==> src/rtl/pause_pkg.sv <==
`default_nettype none
// ============================================================================
// Module      : pause_pkg
// Description : Shared types and constants for the pause-aware clock-enable
//               controller: FSM state encoding and drain counter sizing.
// Revision    : 1.0 - initial release
// ============================================================================
package pause_pkg;

    // Controller states. RUN and DRAIN both let the enables run; PAUSED
    // freezes them.
    typedef enum logic [1:0] {
        RUN    = 2'd0,
        DRAIN  = 2'd1,
        PAUSED = 2'd2
    } state_t;

    // Default drain budget and the matching counter width.
    localparam int c_DRAIN_MAX_DEF = 1024;
    localparam int c_DRAIN_CNT_W   = $clog2(c_DRAIN_MAX_DEF);

    // Drain counter width for an arbitrary budget. The counter only needs
    // to reach DRAIN_MAX-1; at least one bit is kept so tiny budgets still
    // produce a legal vector.
    function automatic int drain_cnt_w(input int max_cycles);
        return (max_cycles > 1) ? $clog2(max_cycles) : 1;
    endfunction

endpackage : pause_pkg
`default_nettype wire

==> src/rtl/frac_cen.sv <==
`default_nettype none
// ============================================================================
// Module      : frac_cen
// Description : Fractional clock-enable generator. Emits NUM single-cycle
//               pulses every DEN gated cycles using a phase accumulator.
//               While the gate is low the accumulator holds, so the pulse
//               phase survives a pause.
// Ports       : clk_sys - system clock
//               reset   - synchronous active-high reset
//               gate    - advance the accumulator this cycle
//               cen     - registered enable pulse
// Revision    : 1.0 - initial release
// ============================================================================
module frac_cen #(
    parameter int NUM = 1,
    parameter int DEN = 4,
    parameter int AW  = 16
) (
    input  logic clk_sys,
    input  logic reset,
    input  logic gate,
    output logic cen
);

    // Compare is done one bit wider than the accumulator so acc+NUM never
    // wraps before it is tested against DEN.
    localparam logic [AW:0]   c_NUM_W  = (AW+1)'(NUM);
    localparam logic [AW:0]   c_DEN_W  = (AW+1)'(DEN);
    localparam logic [AW-1:0] c_DEN_AW = AW'(DEN);

    logic [AW-1:0] r_acc;
    logic          r_hit;
    logic [AW:0]   w_sum;
    logic          w_wrap;
    logic [AW-1:0] w_acc_wrap;

    always_comb begin
        w_sum      = {1'b0, r_acc} + c_NUM_W;
        w_wrap     = (w_sum >= c_DEN_W);
        // The wrapped result is always < DEN < 2^(AW-1), so modular AW-bit
        // subtraction gives the exact value.
        w_acc_wrap = w_sum[AW-1:0] - c_DEN_AW;
    end

    always_ff @(posedge clk_sys) begin
        if (reset) begin
            r_acc <= '0;
            r_hit <= 1'b0;
        end else if (gate) begin
            r_acc <= w_wrap ? w_acc_wrap : w_sum[AW-1:0];
            r_hit <= w_wrap;
        end else begin
            r_hit <= 1'b0;
        end
    end

    assign cen = r_hit;

endmodule : frac_cen
`default_nettype wire

==> src/rtl/pause_cen_ctrl.sv <==
`default_nettype none
// ============================================================================
// Module      : pause_cen_ctrl
// Description : CPU and sound clock-enable generator with a safe-stop gate.
//               A pause request stops the enables only once the CPU sits
//               between bus cycles, or after DRAIN_MAX cycles of waiting,
//               and resumes them without losing enable phase.
// Ports       : clk_sys   - core system clock
//               reset     - synchronous active-high reset
//               pause_cpu - pause request
//               bus_idle  - CPU is between bus cycles
//               cpu_cen   - CPU clock enable pulse
//               snd_cen   - sound clock enable pulse
//               paused    - enables are frozen
//               forced    - last stop was due to drain timeout (sticky)
// Revision    : 1.0 - initial release
// ============================================================================
module pause_cen_ctrl
    import pause_pkg::*;
#(
    parameter int CPU_NUM   = 1,
    parameter int CPU_DEN   = 4,
    parameter int SND_NUM   = 1,
    parameter int SND_DEN   = 8,
    parameter int AW        = 16,
    parameter int DRAIN_MAX = 1024
) (
    input  logic clk_sys,
    input  logic reset,
    input  logic pause_cpu,
    input  logic bus_idle,
    output logic cpu_cen,
    output logic snd_cen,
    output logic paused,
    output logic forced
);

    localparam int                  c_DRAIN_W    = drain_cnt_w(DRAIN_MAX);
    localparam logic [c_DRAIN_W-1:0] c_DRAIN_LAST = c_DRAIN_W'(DRAIN_MAX - 1);

    state_t                 r_state;
    state_t                 w_next;
    logic [c_DRAIN_W-1:0]   r_drain_cnt;
    logic                   r_forced;
    logic                   r_paused;

    logic                   w_drain_done;
    logic                   w_gate;
    logic                   w_cnt_clr;
    logic                   w_cnt_inc;
    logic                   w_forced_nxt;

    assign w_drain_done = (r_drain_cnt == c_DRAIN_LAST);

    // ------------------------------------------------------------------
    // State register
    // ------------------------------------------------------------------
    always_ff @(posedge clk_sys) begin
        if (reset) begin
            r_state <= RUN;
        end else begin
            r_state <= w_next;
        end
    end

    // ------------------------------------------------------------------
    // Next-state logic. In DRAIN a withdrawn request is checked first so
    // a release always wins over a simultaneous stop condition.
    // ------------------------------------------------------------------
    always_comb begin
        w_next = r_state;
        case (r_state)
            RUN: begin
                if (pause_cpu && bus_idle) begin
                    w_next = PAUSED;
                end else if (pause_cpu) begin
                    w_next = DRAIN;
                end
            end
            DRAIN: begin
                if (!pause_cpu) begin
                    w_next = RUN;
                end else if (bus_idle || w_drain_done) begin
                    w_next = PAUSED;
                end
            end
            PAUSED: begin
                if (!pause_cpu) begin
                    w_next = RUN;
                end
            end
            default: w_next = RUN;
        endcase
    end

    // ------------------------------------------------------------------
    // Output / control decode. The gate looks at the next state so the
    // enables stop on the same edge that enters PAUSED.
    // ------------------------------------------------------------------
    always_comb begin
        w_gate       = (w_next == RUN) || (w_next == DRAIN);
        w_cnt_clr    = 1'b0;
        w_cnt_inc    = 1'b0;
        w_forced_nxt = r_forced;
        case (r_state)
            RUN: begin
                if (w_next == DRAIN) begin
                    w_cnt_clr = 1'b1;
                end else if (w_next == PAUSED) begin
                    w_forced_nxt = 1'b0;
                end
            end
            DRAIN: begin
                if (w_next == DRAIN) begin
                    w_cnt_inc = 1'b1;
                end else if (w_next == PAUSED) begin
                    // Only a stop without bus_idle is a timeout stop.
                    w_forced_nxt = !bus_idle;
                end
            end
            PAUSED: begin
                if (w_next == RUN) begin
                    w_forced_nxt = 1'b0;
                end
            end
            default: ;
        endcase
    end

    // ------------------------------------------------------------------
    // Drain counter, sticky forced flag and registered paused flag
    // ------------------------------------------------------------------
    always_ff @(posedge clk_sys) begin
        if (reset) begin
            r_drain_cnt <= '0;
            r_forced    <= 1'b0;
            r_paused    <= 1'b0;
        end else begin
            if (w_cnt_clr) begin
                r_drain_cnt <= '0;
            end else if (w_cnt_inc) begin
                r_drain_cnt <= r_drain_cnt + 1'b1;
            end
            r_forced <= w_forced_nxt;
            r_paused <= (w_next == PAUSED);
        end
    end

    // ------------------------------------------------------------------
    // Enable generators
    // ------------------------------------------------------------------
    frac_cen #(
        .NUM (CPU_NUM),
        .DEN (CPU_DEN),
        .AW  (AW)
    ) u_cpu_cen (
        .clk_sys (clk_sys),
        .reset   (reset),
        .gate    (w_gate),
        .cen     (cpu_cen)
    );

    frac_cen #(
        .NUM (SND_NUM),
        .DEN (SND_DEN),
        .AW  (AW)
    ) u_snd_cen (
        .clk_sys (clk_sys),
        .reset   (reset),
        .gate    (w_gate),
        .cen     (snd_cen)
    );

    assign paused = r_paused;
    assign forced = r_forced;

endmodule : pause_cen_ctrl
`default_nettype wire

==> config.mk <==
export PLATFORM = sky130hd
export DESIGN_NAME = pause_cen_ctrl
export DESIGN_NICKNAME = d
export VERILOG_FILES = /design/src/rtl/pause_pkg.sv /design/src/rtl/frac_cen.sv /design/src/rtl/pause_cen_ctrl.sv
export SDC_FILE = /design/constraint.sdc
export NUM_CORES = 1
export LEC_CHECK = 0
export ABC_CLOCK_PERIOD_IN_PS = 6100
export BUFFER_PORTS_ARGS = -buffer_cell sky130_fd_sc_hd__buf_2
export CAP_MARGIN = 20
export CORE_UTILIZATION = 57
export CTS_CLUSTER_SIZE = 12
export DETAILED_ROUTE_END_ITERATION = 8
export PLACE_DENSITY = 0.74
export SETUP_SLACK_MARGIN = 0.15
export SKIP_LAST_GASP = 1
export SYNTH_ARGS = -nofsm -noshare
export SYNTH_HDL_FRONTEND = slang
export SYNTH_SLANG_ARGS = --single-unit
==> constraint.sdc <==
create_clock -name clk_sys -period 6.1 [get_ports clk_sys]
set_input_delay 0.305 -clock clk_sys [delete_from_list [all_inputs] [get_ports clk_sys]]
set_output_delay 0.305 -clock clk_sys [all_outputs]
set_load 0.02 [all_outputs]
==> summary.txt <==
Clocking
  • Setup bufs post-CTS: 0
  • Clock tree from TritonCTS: done
  • Max clock buf depth: 2
  • Hold_buf cts: 0
  • H-tree levels: 2
  • CTS-repair resized insts: 0
  • Root Driver: clkbuf_8
  • Worst-Skew Late Latency: 310 ps
  • Clk pin slew, worst setup/hold paths: 90 ps
  • Num CTS Buffers: 5
  • Clk sinks: 48

Floorplanning
  • Rows: 28
  • Die ar.: 6680 µm²
  • Die extent in x: 81.7 µm
  • Initial Util: 60.1%
  • # IOs: 8
  • DIE HEIGHT: 81.7 µm
  • Core Box Area: 6030 µm²

Detailed routing
  • Via/cell ratio: 6.56
  • Avg WL per Cell: 16.3 µm
  • Vias: 3458
  • First-pass detailed-route iteration total: 5
  • DRT antenna net count: 0
  • DR DRC count: 0
  • Final wirelength: 8590 µm
  • DR iter-0 viols: 270

Placement
  • Hpwl dp: 5870 µm
  • Area post-placement: 3590 µm²
  • Final GP Congestion: 0.859
  • I/O Buffers: 7

Synth
  • Cells after synthesis: 465
  • Syn_nets: 476
  • Ys Warns: 0
  • Unique masters post-synth: 75
  • Number of flops mapped to enable cells by yosys: 0
  • Async set-reset flop share out of synthesis: 0%
  • Avg Cell Area, Syn: 7.79 µm²
  • Yosys reg bits: 48
  • Synthesized cell area: 3620 µm²
  • Post-synthesis sequential area ratio: 26.5%
  • Main flop type after synthesis: dfxtp_1

Global routing
  • Layer with the highest usage: met2
  • Vias in the first global route: 2921
  • First-pass GRT wire length: 13800 µm
  • GR Layer Usage met2: 43.8%
  • Met1 usage: 36.0%
  • Initial antenna violation count: 0
  • Largest net degree at the start of global routing: 25
  • Grt total ovfl: 0
  • Total track usage: 26.5%
  • M3 GR Usage: 3.56%

Run status
  • Status: completed

Worst setup path
  • Kind of critical path: reg2reg
  • R2r worst-path depth: 11
  • Crit end category: register
  • Critical path arrival: 3930 ps
  • Worst-path fanout max: 16
  • CP Data Required Time: 6310 ps
  • Worst setup SP type: register

Finish
  • Post-layout util: 61.1%
  • Design area: 3680 µm²
  • Share of cells above drive strength 1: 8.63%
  • Area Overhead vs Synth: 1.69%
  • Multi-input combinational cell area: 2430 µm²
  • Antenna fix cells: 0
  • Register area: 961 µm²
  • Nets: 463
  • Filler instances: 548

Timing
  • RSZ-0062 raised after global routing: no
  • Worst-Margin Slew: 831 ps
  • Tmin final: 3720 ps
  • WHS: 201 ps
  • Slew Viols, Final: 0
  • Fin. Hold Viols: 0
  • Slew margin rel.: 44.6%
  • FMAX: 269 MHz
  • Period utilization: 61.0%
  • Clk_skew: 6.74 ps
  • Setup TNS: 0 ps
  • Setup violators final: 0

Power and ir drop
  • Clock share of power: 13.6%
  • Flop pwr share: 39.2%
  • Sw frac: 45.8%
  • Net Switching: 0.673 mW
  • Power Dens Cells: 399 nW/µm²
  • Worst ir drop on vdd: 0.227 mV
  • P_int: 0.796 mW
  • Overall power: 1.47 mW
  • Logic pwr share: 47.2%
  • Total leakage power: 1.26 nW

Worst hold path
  • Hold WC Path Type: in2reg
  • Hold depth: 2

Flow run
  • Max_cap viols: 0
-- final timing paths --
path	start	to	slack, ps
hold reg to reg	u_snd_cen.r_acc[15]$_SDFFE_PP0P_	u_snd_cen.r_acc[15]$_SDFFE_PP0P_	510
setup reg to reg	u_snd_cen.r_acc[0]$_SDFFE_PP0P_	u_snd_cen.r_acc[4]$_SDFFE_PP0P_	2380
setup / recovery	u_snd_cen.r_acc[0]$_SDFFE_PP0P_	u_snd_cen.r_acc[4]$_SDFFE_PP0P_	2380
hold / removal	bus_idle	forced$_SDFFE_PP0P_	200
-- Yosys cell counts, types with 3 or more instances --
library cell	n	area share, %
nor3_1	18	2.5
a21oi_1	24	3.3
o22ai_1	3	0.52
and3_1	8	1.4
or2_2	3	0.52
clkbuf_1	6	0.62
nand2_1	42	4.4
a32oi_1	4	0.97
and4_1	3	0.73
mux2i_1	5	1.4
nand3_1	20	2.8
or3_1	4	0.69
inv_1	16	1.7
a21boi_0	3	0.62
and2_1	6	1.0
a211o_1	4	0.97
xor2_1	11	2.7
dfxtp_1	48	27
o21ai_0	26	3.6
buf_4	3	0.62
a31oi_1	14	2.4
a311oi_1	5	1.2
or3b_1	4	0.97
xnor2_1	24	5.8
buf_2	13	1.8
nand4_1	16	2.8
nor2_1	37	3.8
a211oi_1	6	1.2
a221oi_1	3	0.73
nor4_1	9	1.6
ha_1	7	2.4
o31ai_1	5	1.0
nor2b_1	3	0.52
o211ai_1	5	1.0
a22o_1	4	0.97
-- logic make-up after synthesis --
family / after synthesis / synth area share [%]
simple gates: 198 / 30.3
fa+ha+maj: 7 / 2.42
xor+xnor: 35 / 8.46
flops: 48 / 26.5
compound gates: 126 / 24.2
mux: 6 / 1.69
buf+inv: 45 / 6.46
-- layout make-up --
class / instances / share of cell area [%]
Inverter: 16 / 1.63
Tap cell: 75 / 2.55
Clock inverter: 1 / 0.238
Sequential cell: 48 / 26.1
Timing Repair Buffer: 9 / 1.36
Clock buffer: 6 / 2.24
Multi-Input combinational cell: 372 / 65.9
-- worst max-delay path, cell delays in order, from the launching register on --
cell and delay [ps]:
dfxtp_1 490, ha_1 420, nand3_1 140, xnor2_1 210, ha_1 230, or3b_4 410
a2111oi_4 340, a31oi_2 110, nor4b_2 460, nand3_2 350, mux2i_1 210, a22o_1 230
-- layer usage --
layer,vias to the layer above,share of wire (%)
li1,1718,-
met5,-,0
met2,87,45
met3,11,4.0
met1,1642,49
met4,0,1.2
-- registers in the layout (all words and copies together) (netlist names) --
register,flops
u_snd_cen.cen,1
paused,1
u_cpu_cen.r_acc,16
u_cpu_cen.cen,1
u_snd_cen.r_acc,16
r_state,2
r_drain_cnt,10
forced,1
-- placed cells by master (no fill, tap or decap), types with 7 or more instances in the layout --
master,synthesis,layout
xor2_1,11,11
inv_1,16,16
dfxtp_1,48,48
a31oi_1,14,14
nor2_1,37,37
buf_2,13,7
a21oi_1,24,24
and3_1,8,8
ha_1,7,7
xnor2_1,24,24
nor4_1,9,9
nand4_1,16,16
nand2_1,42,42
nand3_1,20,20
o21ai_0,26,26
nor3_1,18,18
-- power groups by stage --
stage | combinational (mW) | clock [mW] | sequential [mW]
final | 0.693 | 0.200 | 0.576
after global routing | 0.767 | 0.212 | 0.591
after floorplan | 0.689 | 0 | 0.458
after CTS | 0.686 | 0.205 | 0.567
after global placement | 0.663 | 0 | 0.570
after detailed placement | 0.683 | 0 | 0.573
-- metrics by stage --
step / instances / setup WS, ps
6_report: 527 / 2380
5_1_grt: 527 / 2100
4_1_cts: 527 / 2410
3_5_place_dp: 520 / 2440
3_3_place_gp: 520 / 2580
2_1_floorplan: 465 / 2820
(Power assumes the default switching activity.)
